### config.mk
export PLATFORM = sky130hd
export DESIGN_NAME = fft_share_sched
export DESIGN_NICKNAME = d
export VERILOG_FILES = /design/src/rtl/fft_share_sched.sv
export SDC_FILE = /design/constraint.sdc
export NUM_CORES = 1
export LEC_CHECK = 0
export CAP_MARGIN = 10
export CORE_AREA = 2 2 157 159
export CTS_CLUSTER_SIZE = 10
export DETAILED_ROUTE_END_ITERATION = 6
export DIE_AREA = 0 0 159 161
export PLACE_DENSITY = 0.73
export SYNTH_ARGS = -nofsm -noshare
export SYNTH_HDL_FRONTEND = slang
export SYNTH_SLANG_ARGS = --single-unit
### constraint.sdc
create_clock -name clk -period 2.85 [get_ports clk]
set_clock_uncertainty 0.1 [all_clocks]
set_input_delay 0.285 -clock clk [delete_from_list [all_inputs] [get_ports clk]]
set_output_delay 0.285 -clock clk [all_outputs]
set_load 0.02 [all_outputs]
### src/rtl/fft_share_sched.sv
// Round-robin frame scheduler sharing one FFT core among NREQ requesters.
// Inverse frames: conjugate on input, conjugate and scale by 1/N on output.
module fft_share_sched #(
  parameter int WIDTH        = 32,
  parameter int NREQ         = 3,
  parameter int FFT_N        = 64,
  parameter int MAX_INFLIGHT = 2
) (
  input  logic                      clk,
  input  logic                      reset,
  input  logic [NREQ-1:0]           req_valid,
  input  logic [NREQ-1:0]           req_inv,
  input  logic [NREQ*WIDTH-1:0]     req_re,
  input  logic [NREQ*WIDTH-1:0]     req_im,
  output logic [NREQ-1:0]           req_ready,
  output logic                      core_in_en,
  output logic [WIDTH-1:0]          core_in_re,
  output logic [WIDTH-1:0]          core_in_im,
  input  logic                      core_out_en,
  input  logic [WIDTH-1:0]          core_out_re,
  input  logic [WIDTH-1:0]          core_out_im,
  output logic                      out_en,
  output logic [WIDTH-1:0]          out_re,
  output logic [WIDTH-1:0]          out_im,
  output logic [$clog2(NREQ)-1:0]   out_tag,
  output logic                      out_last,
  output logic                      err_underrun,
  output logic                      err_orphan
);

  localparam int LOG2N = $clog2(FFT_N);
  localparam int CW    = (LOG2N > 0) ? LOG2N : 1;
  localparam int TW    = $clog2(NREQ);
  localparam int FW    = $clog2(MAX_INFLIGHT + 1);
  localparam int PW    = (MAX_INFLIGHT > 1) ? $clog2(MAX_INFLIGHT) : 1;
  localparam logic [CW-1:0] LAST = CW'(FFT_N - 1);

  typedef enum logic {IDLE, FEED} state_t;

  typedef struct packed {
    logic [TW-1:0] idx;
    logic          inv;
  } tag_t;

  state_t          state_q, state_d;
  logic [TW-1:0]   idx_q, idx_d;
  logic            inv_q, inv_d;
  logic [CW-1:0]   in_cnt_q, in_cnt_d;
  logic [TW-1:0]   rr_q, rr_d;
  logic [NREQ-1:0] ready_q, ready_d;

  logic             cin_en_q, cin_en_d;
  logic [WIDTH-1:0] cin_re_q, cin_re_d;
  logic [WIDTH-1:0] cin_im_q, cin_im_d;
  logic             underrun_q, underrun_d;

  tag_t            fifo_q [MAX_INFLIGHT];
  tag_t            fifo_d [MAX_INFLIGHT];
  logic [PW-1:0]   wptr_q, wptr_d;
  logic [PW-1:0]   rptr_q, rptr_d;
  logic [FW-1:0]   count_q, count_d;
  logic [CW-1:0]   out_cnt_q, out_cnt_d;

  logic             oen_q, oen_d;
  logic [WIDTH-1:0] ore_q, ore_d;
  logic [WIDTH-1:0] oim_q, oim_d;
  logic [TW-1:0]    otag_q, otag_d;
  logic             olast_q, olast_d;
  logic             orphan_q, orphan_d;

  logic                    gnt_ok;
  logic [TW-1:0]           gnt_idx;
  logic [TW-1:0]           cand;
  logic                    last_in;
  logic                    has_tag;
  logic                    pop;
  logic                    room;
  logic                    grant;
  logic                    cur_valid;
  logic [WIDTH-1:0]        s_re;
  logic [WIDTH-1:0]        s_im;
  tag_t                    head;
  logic signed [WIDTH-1:0] sh_re;
  logic signed [WIDTH-1:0] sh_im;

  // Search from rr_q; at end of frame the current owner yields to others.
  always_comb begin
    gnt_ok  = 1'b0;
    gnt_idx = '0;
    cand    = '0;
    for (int k = NREQ - 1; k >= 0; k--) begin
      cand = TW'((int'(rr_q) + k) % NREQ);
      if (req_valid[cand] && !(state_q == FEED && cand == idx_q)) begin
        gnt_ok  = 1'b1;
        gnt_idx = cand;
      end
    end
  end

  assign has_tag = (count_q != '0);
  assign head    = fifo_q[rptr_q];
  assign pop     = core_out_en && has_tag && (out_cnt_q == LAST);
  assign room    = (count_q < FW'(MAX_INFLIGHT)) || pop;
  assign last_in = (state_q == FEED) && (in_cnt_q == LAST);
  assign grant   = room && gnt_ok && ((state_q == IDLE) || last_in);

  always_comb begin
    state_d  = state_q;
    idx_d    = idx_q;
    inv_d    = inv_q;
    in_cnt_d = in_cnt_q;
    rr_d     = rr_q;
    unique case (state_q)
      IDLE: begin
        if (grant) state_d = FEED;
      end
      FEED: begin
        in_cnt_d = in_cnt_q + 1'b1;
        if (last_in) begin
          in_cnt_d = '0;
          state_d  = grant ? FEED : IDLE;
        end
      end
    endcase
    if (grant) begin
      idx_d = gnt_idx;
      inv_d = req_inv[gnt_idx];
      rr_d  = (gnt_idx == TW'(NREQ - 1)) ? '0 : gnt_idx + 1'b1;
    end
    ready_d = (state_d == FEED) ? (NREQ'(1) << idx_d) : '0;
  end

  assign cur_valid = req_valid[idx_q];
  assign s_re      = req_re[int'(idx_q)*WIDTH +: WIDTH];
  assign s_im      = req_im[int'(idx_q)*WIDTH +: WIDTH];

  always_comb begin
    cin_en_d   = (state_q == FEED);
    cin_re_d   = '0;
    cin_im_d   = '0;
    underrun_d = underrun_q;
    if (state_q == FEED) begin
      if (cur_valid) begin
        cin_re_d = s_re;
        cin_im_d = inv_q ? -s_im : s_im;
      end else begin
        underrun_d = 1'b1;
      end
    end
  end

  always_comb begin
    fifo_d  = fifo_q;
    wptr_d  = wptr_q;
    rptr_d  = rptr_q;
    count_d = count_q + FW'(grant) - FW'(pop);
    if (grant) begin
      fifo_d[wptr_q] = '{idx: gnt_idx, inv: req_inv[gnt_idx]};
      wptr_d = (wptr_q == PW'(MAX_INFLIGHT - 1)) ? '0 : wptr_q + 1'b1;
    end
    if (pop) begin
      rptr_d = (rptr_q == PW'(MAX_INFLIGHT - 1)) ? '0 : rptr_q + 1'b1;
    end
  end

  assign sh_re = $signed(core_out_re) >>> LOG2N;
  assign sh_im = $signed(core_out_im) >>> LOG2N;

  // Orphan samples pass through untagged and do not advance out_cnt.
  always_comb begin
    oen_d     = core_out_en;
    ore_d     = '0;
    oim_d     = '0;
    otag_d    = '0;
    olast_d   = 1'b0;
    out_cnt_d = out_cnt_q;
    orphan_d  = orphan_q;
    if (core_out_en) begin
      ore_d = core_out_re;
      oim_d = core_out_im;
      if (has_tag) begin
        otag_d    = head.idx;
        olast_d   = (out_cnt_q == LAST);
        out_cnt_d = olast_d ? '0 : out_cnt_q + 1'b1;
        if (head.inv) begin
          ore_d = sh_re;
          oim_d = -sh_im;
        end
      end else begin
        orphan_d = 1'b1;
      end
    end
  end

  always_ff @(posedge clk) begin
    if (reset) begin
      state_q    <= IDLE;
      idx_q      <= '0;
      inv_q      <= 1'b0;
      in_cnt_q   <= '0;
      rr_q       <= '0;
      ready_q    <= '0;
      cin_en_q   <= 1'b0;
      cin_re_q   <= '0;
      cin_im_q   <= '0;
      underrun_q <= 1'b0;
      fifo_q     <= '{default: '0};
      wptr_q     <= '0;
      rptr_q     <= '0;
      count_q    <= '0;
      out_cnt_q  <= '0;
      oen_q      <= 1'b0;
      ore_q      <= '0;
      oim_q      <= '0;
      otag_q     <= '0;
      olast_q    <= 1'b0;
      orphan_q   <= 1'b0;
    end else begin
      state_q    <= state_d;
      idx_q      <= idx_d;
      inv_q      <= inv_d;
      in_cnt_q   <= in_cnt_d;
      rr_q       <= rr_d;
      ready_q    <= ready_d;
      cin_en_q   <= cin_en_d;
      cin_re_q   <= cin_re_d;
      cin_im_q   <= cin_im_d;
      underrun_q <= underrun_d;
      fifo_q     <= fifo_d;
      wptr_q     <= wptr_d;
      rptr_q     <= rptr_d;
      count_q    <= count_d;
      out_cnt_q  <= out_cnt_d;
      oen_q      <= oen_d;
      ore_q      <= ore_d;
      oim_q      <= oim_d;
      otag_q     <= otag_d;
      olast_q    <= olast_d;
      orphan_q   <= orphan_d;
    end
  end

  assign req_ready    = ready_q;
  assign core_in_en   = cin_en_q;
  assign core_in_re   = cin_re_q;
  assign core_in_im   = cin_im_q;
  assign out_en       = oen_q;
  assign out_re       = ore_q;
  assign out_im       = oim_q;
  assign out_tag      = otag_q;
  assign out_last     = olast_q;
  assign err_underrun = underrun_q;
  assign err_orphan   = orphan_q;

endmodule

Yosys cells after proc, flatten, opt, wreduce, memory -nomap -nowiden
Index checks and enable logic that the tools add are counted.
- muxes and demuxes: 36
- divide/modulo/power cells: 3
- $lt $le $gt $ge: 9
- reductions and logical operators: 25
- add/subtract/negate cells: 11
- shifts and indexed selects: 3
- equal/unequal tests: 6
- multiply operators: 0
- bitwise operators: 7
- operator list (operator ; count):
    $shiftx 96x8->32 ; 2
    $mux 32 ; 3
    $mod 32x3->32 const B ; 2
    $mux 31 ; 2
    $mod 3x3->32 const B ; 1
    $neg 26->32 ; 1
    $neg 32->32 ; 1
    $lt 2x3->1 const B ; 5
    $add 6x1->6 const B ; 2
    $eq 6x6->1 const B ; 2
    $logic_and 1x1->1 ; 12
    $mux 1 ; 12
    $mux 3 ; 4
    $mux 6 ; 2
    $bmux 1 s2 ; 5
    $mux 2 ; 5
    $bwmux 6 ; 1
    $eq 2x2->1 ; 3
    $reduce_and 2->1 ; 3
    $reduce_or 3->1 ; 2
    $not 1->1 ; 5
    $ge 2x2->1 const B ; 2
    $not 1->2 ; 2
    $reduce_or 2->1 ; 2
    other kinds (15) ; 19
- memory bits (read-only): 0
- memories kept: 0
- bits in latches: 0
- bits of input ports: 265
- word-level logic and storage cells: 124
- output and inout port bits: 138
- bits in writable memories: 0
- register bits after elaboration: 166

Depth between registers and ports, before layout
Gate-level depths: netlist of run 1.
- depth in word-level cells: 16
- gate-level depth with buffers: 15
- depth with buffers taken out: 13

Worst setup path after synthesis of run 1
Ideal clock, no wire load.
- path kind: register to register
- start point: reg rr_q[1]
- end point: reg count_q[1]
- cell stages (with the launch flop): 16
- path slack: -0.152 ns
- arrival: 2.775 ns
- clock period less this slack: 3.002 ns
- buffers on the path: 2
- cells stage by stage: dfxtp_1 -> inv_1 -> ha_1 -> clkbuf_1 -> mux2i_1 -> o22ai_1 -> a222oi_1 -> nor3_2 -> inv_1 -> buf_2 -> ha_1 -> inv_1 -> ha_1 -> xor2_1 -> xnor2_1 -> nor2_1
- word-level cells in the longest chain between the ends: 13
- elaborated cells between the ends (all ways): 30
- those cells by class: add/sub (4); div (3); eq/ne (3); mux (9); reduce/logical (11)
- RTL lines (item ; RTL line ; text):
    start, declared ; 49 ; logic [TW-1:0] rr_q, rr_d;
    start signal, assigned ; 223 ; rr_q <= rr_d;
    $add 2x2->3 ; 92 ; cand = TW'((int'(rr_q) + k) % NREQ);
    $mod 32x3->32 ; 92 ;
    $eq 2x2->1 ; 93 ; if (req_valid[cand] && !(state_q == FEED && cand == idx_q)) begin
    $logic_and 1x1->1 ; 93 ;
    $logic_not 1->1 ; 93 ;
    $logic_and 1x1->1 ; 93 ;
    $mux 1 (2 in series) ; 93 ;
    $mux 1 (*) ; 93 ;
    $logic_and 1x1->1 (*) (2 in series) ; 105 ; assign grant = room && gnt_ok && ((state_q == IDLE) || last_in);
    $add 2x1->2 (*) ; 156 ; count_d = count_q + FW'(grant) - FW'(pop);
    $sub 2x1->2 (*) ; 156 ;
    end signal, assigned ; 232 ; count_q <= count_d;
    end, declared ; 61 ; logic [FW-1:0] count_q, count_d;
Every way passes the cells marked *; elsewhere a longest branch is shown, timed or not. The select of a mux whose other input is x is not followed.
A chain may end at the register's enable or synchronous reset.

Worst setup path in the final report of run 1
- start point: reg idx_q[1]
- end point: reg cin_im_q[25] (netlist: core_in_im[25])
- word-level cells in the longest chain between the ends: 4
- elaborated cells between the ends (all ways): 7
- those cells by class: add/sub (1); shift (1); mux (3); bitwise (1); reduce/logical (1)
- RTL lines (item ; RTL line ; text):
    start, declared ; 46 ; logic [TW-1:0] idx_q, idx_d;
    start signal, assigned ; 220 ; idx_q <= idx_d;
    branches (longest 4 deep; another with $neg 32->32) ; - ;
    end signal, assigned ; 227 ; cin_im_q <= cin_im_d;
    end, declared ; 54 ; logic [WIDTH-1:0] cin_im_q, cin_im_d;
Several ways; the timed one is not identified. The select of a mux whose other input is x is not followed.

==> results of run 1 <==
[layout by cell type, fill, tap and decap left out, drive strengths merged, types with 16 or more instances in the layout]
master and n:
a21oi 117, buf 49, clkbuf 17, clkdlybuf4s50 402, dfxtp 166, inv 22, mux2i 77, nand2 136
nand3 22, nor2 151, o21ai 19, o2bb2ai 25, o41ai 16, xnor2 31, xor2 30
[path summary, 6_finish.rpt]
| path | startpoint | end | depth (start not counted) |
|---|---|---|---|
| worst max-delay path | idx_q[1] | core_in_im[25] | 8 |
| worst min-delay path | core_out_im[5] | out_im[5] | 3 |
| worst min register to register | fifo_q[1] | fifo_q[1] | 2 |
| worst max register to register | idx_q[1] | core_in_im[25] | 8 |
[layer usage]
layer	vias up	routed length (um)	part of all wire
li1	4191	-	-
met1	3926	11600	0.41
met2	319	13900	0.49
met3	56	1850	0.065
met4	0	968	0.034
met5	-	0	0
[power by group through the flow]
| stage | clock network (mW) | logic, mW | registers [mW] |
|---|---|---|---|
| 4_1_cts | 2.40 | 4.23 | 2.84 |
| 2_1_floorplan | 0 | 2.46 | 3.07 |
| 5_1_grt | 2.49 | 4.74 | 2.85 |
| 6_report | 2.34 | 4.35 | 2.81 |
| 3_3_place_gp | 0 | 4.15 | 2.88 |
| 3_5_place_dp | 0 | 4.20 | 2.89 |
[cell type report]
cell class	count	area, um^2	share of cell area
antenna	4	10.0	0.000745
clock buffer	17	425	0.0317
clock inverter	15	175	0.0130
inverter	13	48.8	0.00363
multi-input combinational	737	4590	0.342
sequential	166	3330	0.248
tap	324	405	0.0302
timing repair buffer	451	4450	0.331
[sequential cells by signal (all words and copies together), names as in the netlist, 2 cells and up]
signal	flops
out_re	32
in_cnt_q	6
fifo_q	6
count_q	2
rr_q	2
core_in_re	32
idx_q	2
out_cnt_q	6
out_tag	2
core_in_im	32
out_im	32
req_ready	3
[per-stage QoR]
step / cells / util / worst slack, ns
after floorplan: 982 / - / 0.00485
after global placement: 1686 / 0.531 / 0.119
after detailed placement: 1686 / 0.531 / 0.0895
after CTS: 1718 / 0.556 / 0.0626
after global routing: 1727 / 0.561 / 0.0116
final: 1727 / 0.561 / 0.151
[cell families (layout without fill, tap and decap cells)]
group                    after synthesis  in the layout  share of synthesized area
multiplexers                          79             79                     0.0967
XOR/XNOR                              61             61                     0.0651
adder cells (fa/ha/maj)                8              8                     0.0122
flip-flops                           166            166                      0.405
buffers and inverters                 79            496                     0.0445
AO/OA/AOI/OAI                        197            197                      0.156
AND/OR/NAND/NOR                      392            392                      0.221
other                                  0              4                          0
[cell usage after synthesis (all sizes together) (5+ instances only)]
library cell	number
dfxtp	166
nor2	151
nand2	136
a21oi	117
mux2i	77
clkbuf	42
xnor2	31
xor2	30
o2bb2ai	25
buf	24
nand3	22
o21ai	19
o41ai	16
nor3	15
inv	12
nor2b	11
or3	10
nand3b	9
nor4	9
ha	8
and3	6
nand2b	6
nand4	5
o31ai	5
[tightest hold or removal path, delay by kind of cell]
kind	cells	cell delay (ns)
buffers and inverters	1	0.40
AOI/OAI and AO/OA	1	0.05
and+or+nand+nor	1	0.06
[repair_timing]
action | in CTS | in global routing
buffers inserted | 0 | 5
endpoints found under the setup margin | 0 | 10
hold buffers | 0 | 0
resized for setup | 0 | 9
==> results.md, run 1 <==
- The run finished with clean final reports.
- The initial utilization of the core area, before any placement, comes to 0.342.
- The static power due to leakage is roughly 5 nW.
- For this run, the total global-route usage over all layers was measured as 0.217.
- The worst register-to-register path has a setup slack of 0.15 ns.
- The maximum number of pins on one net before global-route repair is 43.
- The via count of the first global-routing pass is roughly 8400.
- The H-tree depth is 4.
- The biggest cell delay along the critical path is 0.43 ns.
- The maximum number of buffers from clock root to sink is 2.
- After detailed routing, the number of vias per cell comes to between 4 and 5.
- Traced cell by cell, the critical path runs through nor2b_4 > buf_12 > o2bb2ai_1 > nor4_4 > nand2_1 > or3_4 > o31ai_4 > mux2_1.
- For met3 alone, demand over resource in global routing was 0.0537.
- The clock-pin transition on the worst setup and hold timing paths is 0.07 ns.
- The initial antenna violation count is 4.
- The worst setup path category is register to register.
- In the synthesized netlist the async set-or-reset flop fraction comes to 0.
- The floorplan step set the die height to 161 um.
- For met2 alone, demand over resource in global routing was 0.370.
- Clock tree synthesis selected as its root buffer the cell clkbuf_16.
- Internal power comes to between 5 and 6 mW.
- The remaining global-route overflow is 0.
- In this run the remaining antenna-violating nets after routing total 0.
- The number of CTS-inserted buffers is 17.
- After floorplanning, the core was sized to cover around 24000 um^2.
- Summing all placed instances gives a cell area of approximately 13000 um^2.
- Setup repair after global routing left no endpoint under its margin.
- In this run the most used layer during global routing was met2.
- The tightest hold path in the finished design has a slack of 0.303 ns.
- The cell with the largest stage delay on the worst path is dfxtp_2.
- The dominant register cell in the synthesized netlist is dfxtp_1.
- For this run, design rule violations remaining after detail routing come to 0.
- At the pin with the least slew margin, the transition time is 1.07 ns.
- The clock insertion delay at the later pin of the skew report is 0.42 ns.
- The die outline width is 159 um.
- The wire length of the first global-routing pass is 44.6 mm.
- At the end of routability-driven placement, the weighted congestion stood at 0.916.
- The upper clock frequency limit is 0.371 GHz.
- The worst setup path is launched from a register.
- The design draws 9.51 mW.
- The max-capacitance violation count is 0.
- The area fraction of the dominant cell type after synthesis is 0.405.
- On the critical path the largest part of the delay comes from simple AND/OR/NAND/NOR gates.
- The clock drives between 150 and 200 sinks.
- The final-report max-slew violation count was 0.
- The final hold violation count is 0.
- Summed over all instances, the cell type with the most area after synthesis is dfxtp_1.
- In this run the tightest slew margin relative to its limit is 0.283.
- The setup total negative slack is 0 ns.
- The post-detailed-route wirelength per cell is 16.4 um.
- Data arrives at the worst endpoint at roughly 2.9 ns.
- After floorplanning, the core was divided into 57 placement rows.
- The number of warnings issued by yosys is 0.
- The count of fill cells added during filler insertion is 2223.
- The finished layout cell area is 13400 um^2.
- In this run, the number of DRC markers left after iteration 0 of detailed routing was 470.
- Of the cells placed in the final design, the portion with a size suffix greater than 1 is 0.0872.
- The kind of end point of the critical path is a register.
- The clock period could shrink to 2.70 ns.
- Port buffering added approximately 400 buffers.
- In this run the cell area of the synthesized design comes to 8210 um^2.
- Across all layers, the routed design uses 8492 vias.
- For this design the ratio of total power to cell area is 708 nW/um^2.
- The count of TritonRoute iterations in the first routing pass is 5.
- The share of total power dissipated in combinational logic is 0.458.
- The switching share of total power is 0.379.
- Of the total power, registers draw 0.296.
- The total nets after synthesis is around 1300.
- The synthesized design contains 0 enable-type register cells.
- 403 I/O pins were placed.
- In this run the power spent charging and discharging nets is 3.61 mW.
- Wires add up to between 20 and 30 mm.
- Setup violations remaining at the end of the flow were counted as 0.
- Synthesis produced a netlist whose cell count is 982.
- The required time at the endpoint of the critical path is 3.06 ns.
- The distinct cell type count after synthesis is between 60 and 70.
- Synthesis inferred 166 register bits.
- Each instance of the synthesized netlist takes up on average 8.36 um^2.
- Ranked by total cell area, the synthesized netlist is headed by dfxtp_1 (41%), mux2i_1 (9.4%), a21oi_1 (7.0%).
- In the global route stage, met1 resource usage came out at 0.258.
- Of the synthesized area, sequential elements account for 0.405.
- The portion of total power attributed to the clock network is 0.247.
- The maximum fanout count along the critical path is 28.
- The worst hold path class is primary input to register.
- The CTS tree is built.
- Counting both buffers and inverters, the worst setup path holds a total of 1.
- Compared with the post-synthesis result, the final layout area differs by 63.8%.
- The net count of the finished layout is 1659.
- The worst vdd rail ir drop is 0.447 mV.
- Dividing the final minimum period by the clock period gives 0.947.
- After legalization and detailed placement, the total HPWL measured 22.0 mm.
- The die covers 25600 um^2.
No activity file was read; power rests on OpenSTA's default activity.
==> run 2: changes to the inputs <==
- GPL_ROUTABILITY_DRIVEN: default -> 0
- HOLD_SLACK_MARGIN: default -> 0.03
- PLACE_DENSITY: 0.73 -> 0.83
==> results.md, run 2 (synthesis gave the netlist of run 1 again) <==
- The flow ran to the end, and the final reports show no timing, DRC or antenna violations.
- The worst endpoint data arrival time is 3.00 ns (+0.09 ns).
- The final-report max-slew violation count came to 0 (unchanged).
- The biggest cell delay along the critical path is 0.46 ns (+0.03 ns).
- The sum of routed wire length over all layers is 28.6 mm (+1.2%).
- The minimum clock period after layout is 2.78 ns (+0.0837 ns).
- The floorplan row count is 57 (unchanged).
- The overall power after layout is 9.75 mW (+2.5%).
- The wire length of the first global-routing pass is 44.5 mm (-0.11%).
- In this run the worst setup path terminates at core_in_im[26].
- The share of cells above drive strength 1 is 0.0996 (+0.0124).
- The worst setup margin was 0.0676 ns (-0.0837 ns).
- The half-perimeter wire length after placement is 22.3 mm (+1.2%).
- The sort of element at the start of the critical path is a register.
- The met3 routed wirelength is 1.85 mm (-0.16%).
- The number of CTS-inserted buffers is 17 (unchanged).
- The worst setup path is captured at a register.
- The DRC violation count after routing was 0 (unchanged).
- The final hold violation count is 0 (unchanged).
- The worst hold path class is primary input to register.
- The placeable core region is 24000 um^2 (unchanged).
- The initial antenna violation count came to 3 (-1).
- The required time at the endpoint of the critical path is 3.06 ns (about the same).
- The worst register-to-register path ends at core_in_im[26].
- The die outline width came to 159 um (unchanged).
- The max-capacitance violation count came to 0 (unchanged).
- The finished layout cell area is 13600 um^2 (+0.92%).
- The signal on the critical path passes through buf_6 > mux2i_1 > o2bb2ai_1 > nor4_2 > buf_4 > nand4_2 > o41ai_1 > xor2_1 > nor2_1.
- The upper clock frequency limit is 0.359 GHz (-3.0%).
- The critical path starts at idx_q[0].
- The count of hold-fix buffers inserted at cts is 0 (unchanged).
- TritonCTS built the clock tree.
- The clock insertion delay at the later pin of the skew report is 0.42 ns (about the same).
- The normalized max-slew margin came to 0.360 (+0.0779).
- The number of port buffers is 402 (unchanged).
- The combined buffer and inverter count along the critical path is 2 (+1).
- The cell at the root of the clock tree is clkbuf_16.
- The highest metal layer with signal wires is met4.
- The critical path is of the register to register type.
- Setup repair after global routing could not meet its margin everywhere.
- The part of the cycle the worst path needs is 0.976 (+0.0294).
- The final net count is 1666 (+0.42%).
- Leaving out fill and tap cells, the most frequent cell in the layout is clkdlybuf4s50_1.
- The maximum number of pins on one net before global-route repair is 46 (+7.0%).
- The global routing usage summed across all routing layers is 0.216 (-0.00105).
- The die height came to 161 um (unchanged).
- The transition time at the pin with the least slew margin is 0.956 ns (-0.116 ns).
- The via count of the first global-routing pass is 8616 (+3.1%).
- The antenna violation net count after detailed routing was 0 (unchanged).
- The top cell types in the final layout, fill and taps aside, are clkdlybuf4s50_1 (402), dfxtp_1 (162), nor2_1 (151).
- The flop-to-flop setup slack is 0.07 ns (-0.08 ns).
- The number of vias per cell was 5.00 (+1.7%).
- The starting density of the core is 0.342 (unchanged).
- The post-detailed-route wirelength per cell is 16.5 um (+0.84%).
- The count of TritonRoute iterations in the first routing pass was 5 (unchanged).
- The critical path depth in cells is 9 (+1).
- The detailed route wirelength on metal2 is 14.3 mm (+2.7%).
- The clock sink total is 166 (unchanged).
- The H-tree depth is 4 (unchanged).
- The I/O pin count is 403 (unchanged).
- The met1 wire length is 11.3 mm (-2.7%).
- The static power due to leakage was 5.06 nW (+0.73%).
- The number of cell instances on the worst register-to-register path is 9 (+1).
- The iteration-0 DRC count of the detailed router was 489 (+4.0%).
- The total of endpoints with negative setup slack in the final report came to 0 (unchanged).
- The setup total negative slack is 0 ns (unchanged).
- The maximum number of buffers from clock root to sink is 2 (unchanged).
- The maximum fanout count along the critical path was 10 (-64%).
- The placed instance area was 12800 um^2 (+0.29%).
- The worst-case setup slack after placement is -0.0509 ns (-0.140 ns).
- The power density of the placed cells is 719 nW/um^2 (+1.6%).
- The remaining global-route overflow came to 0 (unchanged).
- The clock-pin transition on the worst setup and hold timing paths was 0.08 ns (about the same).
- The launch instance of the worst register-to-register path is idx_q[0].
- The area growth from synthesis to layout is 65.3%.
- The cell with the largest stage delay on the worst path is o41ai_1.
- The routed via count was 8664 (+2.0%).
- The total die area was 25600 um^2 (unchanged).
- The worst hold slack is 0.315 ns (+0.0126 ns).
- The worst vdd rail ir drop is 0.525 mV (+18%).
- In this design, the largest share of critical-path delay is due to simple AND/OR/NAND/NOR gates.
-- run 2: cell count changes in the layout (fill, tap and decap cells not counted), moves of 3 or more --
| cell | change |
|---|---|
| buf_4 | +5 |
| buf_6 | +3 |
| inv_1 | -3 |
| inv_2 | +3 |
-- run 2: worst min path at each step --
stage | startpoint | endpoint | slack, ns | cells past startpoint
CTS | core_out_re[2] | out_re[2] | 0.29 | 3
detailed placement | fifo_q[1] | fifo_q[1] | 0.35 | 2
global placement | fifo_q[1] | fifo_q[1] | 0.35 | 2
floorplan | core_out_re[31] | out_re[31] | 0.31 | 1
finish | core_out_im[5] | out_im[5] | 0.32 | 3
global route | core_out_re[2] | out_re[2] | 0.30 | 3
-- run 2: per-layer routing --
| metal | vias up | global-route usage |
|---|---|---|
| li1 | 4194 | - |
| met1 | 4021 | 0.238 |
| met2 | 378 | 0.384 |
| met3 | 71 | 0.0583 |
| met4 | 0 | 0.111 |
| met5 | - | 0 |
-- run 2: area by class of cell --
| class | instances | area (um^2) |
|---|---|---|
| fillers | 2116 | 10400 |
| multi-input cells | 737 | 4650 |
| repair buffers | 458 | 4510 |
| flip-flops and latches | 166 | 3330 |
| clock buffers | 17 | 425 |
| well taps | 324 | 405 |
| clock inverters | 15 | 183 |
| inverters | 13 | 48.8 |
| diodes | 3 | 7.51 |
-- run 2: stage by stage --
step	cells	util
after floorplan	982	-
after global placement	1691	0.533
after detailed placement	1691	0.533
after CTS	1724	0.559
after global routing	1733	0.566
final	1733	0.566
-- run 2: repair_timing --
item,CTS,global route
setup endpoints to repair,2,14
cloned,0,0
buffers inserted,1,6
resized for setup,2,23
pin swaps,1,9
-- run 2: power by group --
| part | switching [mW] | total [mW] | internal (mW) |
|---|---|---|---|
| clock network | 1.10 | 2.36 | 1.26 |
| registers | 0.196 | 2.83 | 2.63 |
| logic | 2.44 | 4.55 | 2.11 |
-- run 2: worst min-delay path: cells and delay by family --
| family | cells | cell delay [ns] |
|---|---|---|
| simple gates | 1 | 0.05 |
| compound gates | 1 | 0.05 |
| buf+inv | 1 | 0.40 |
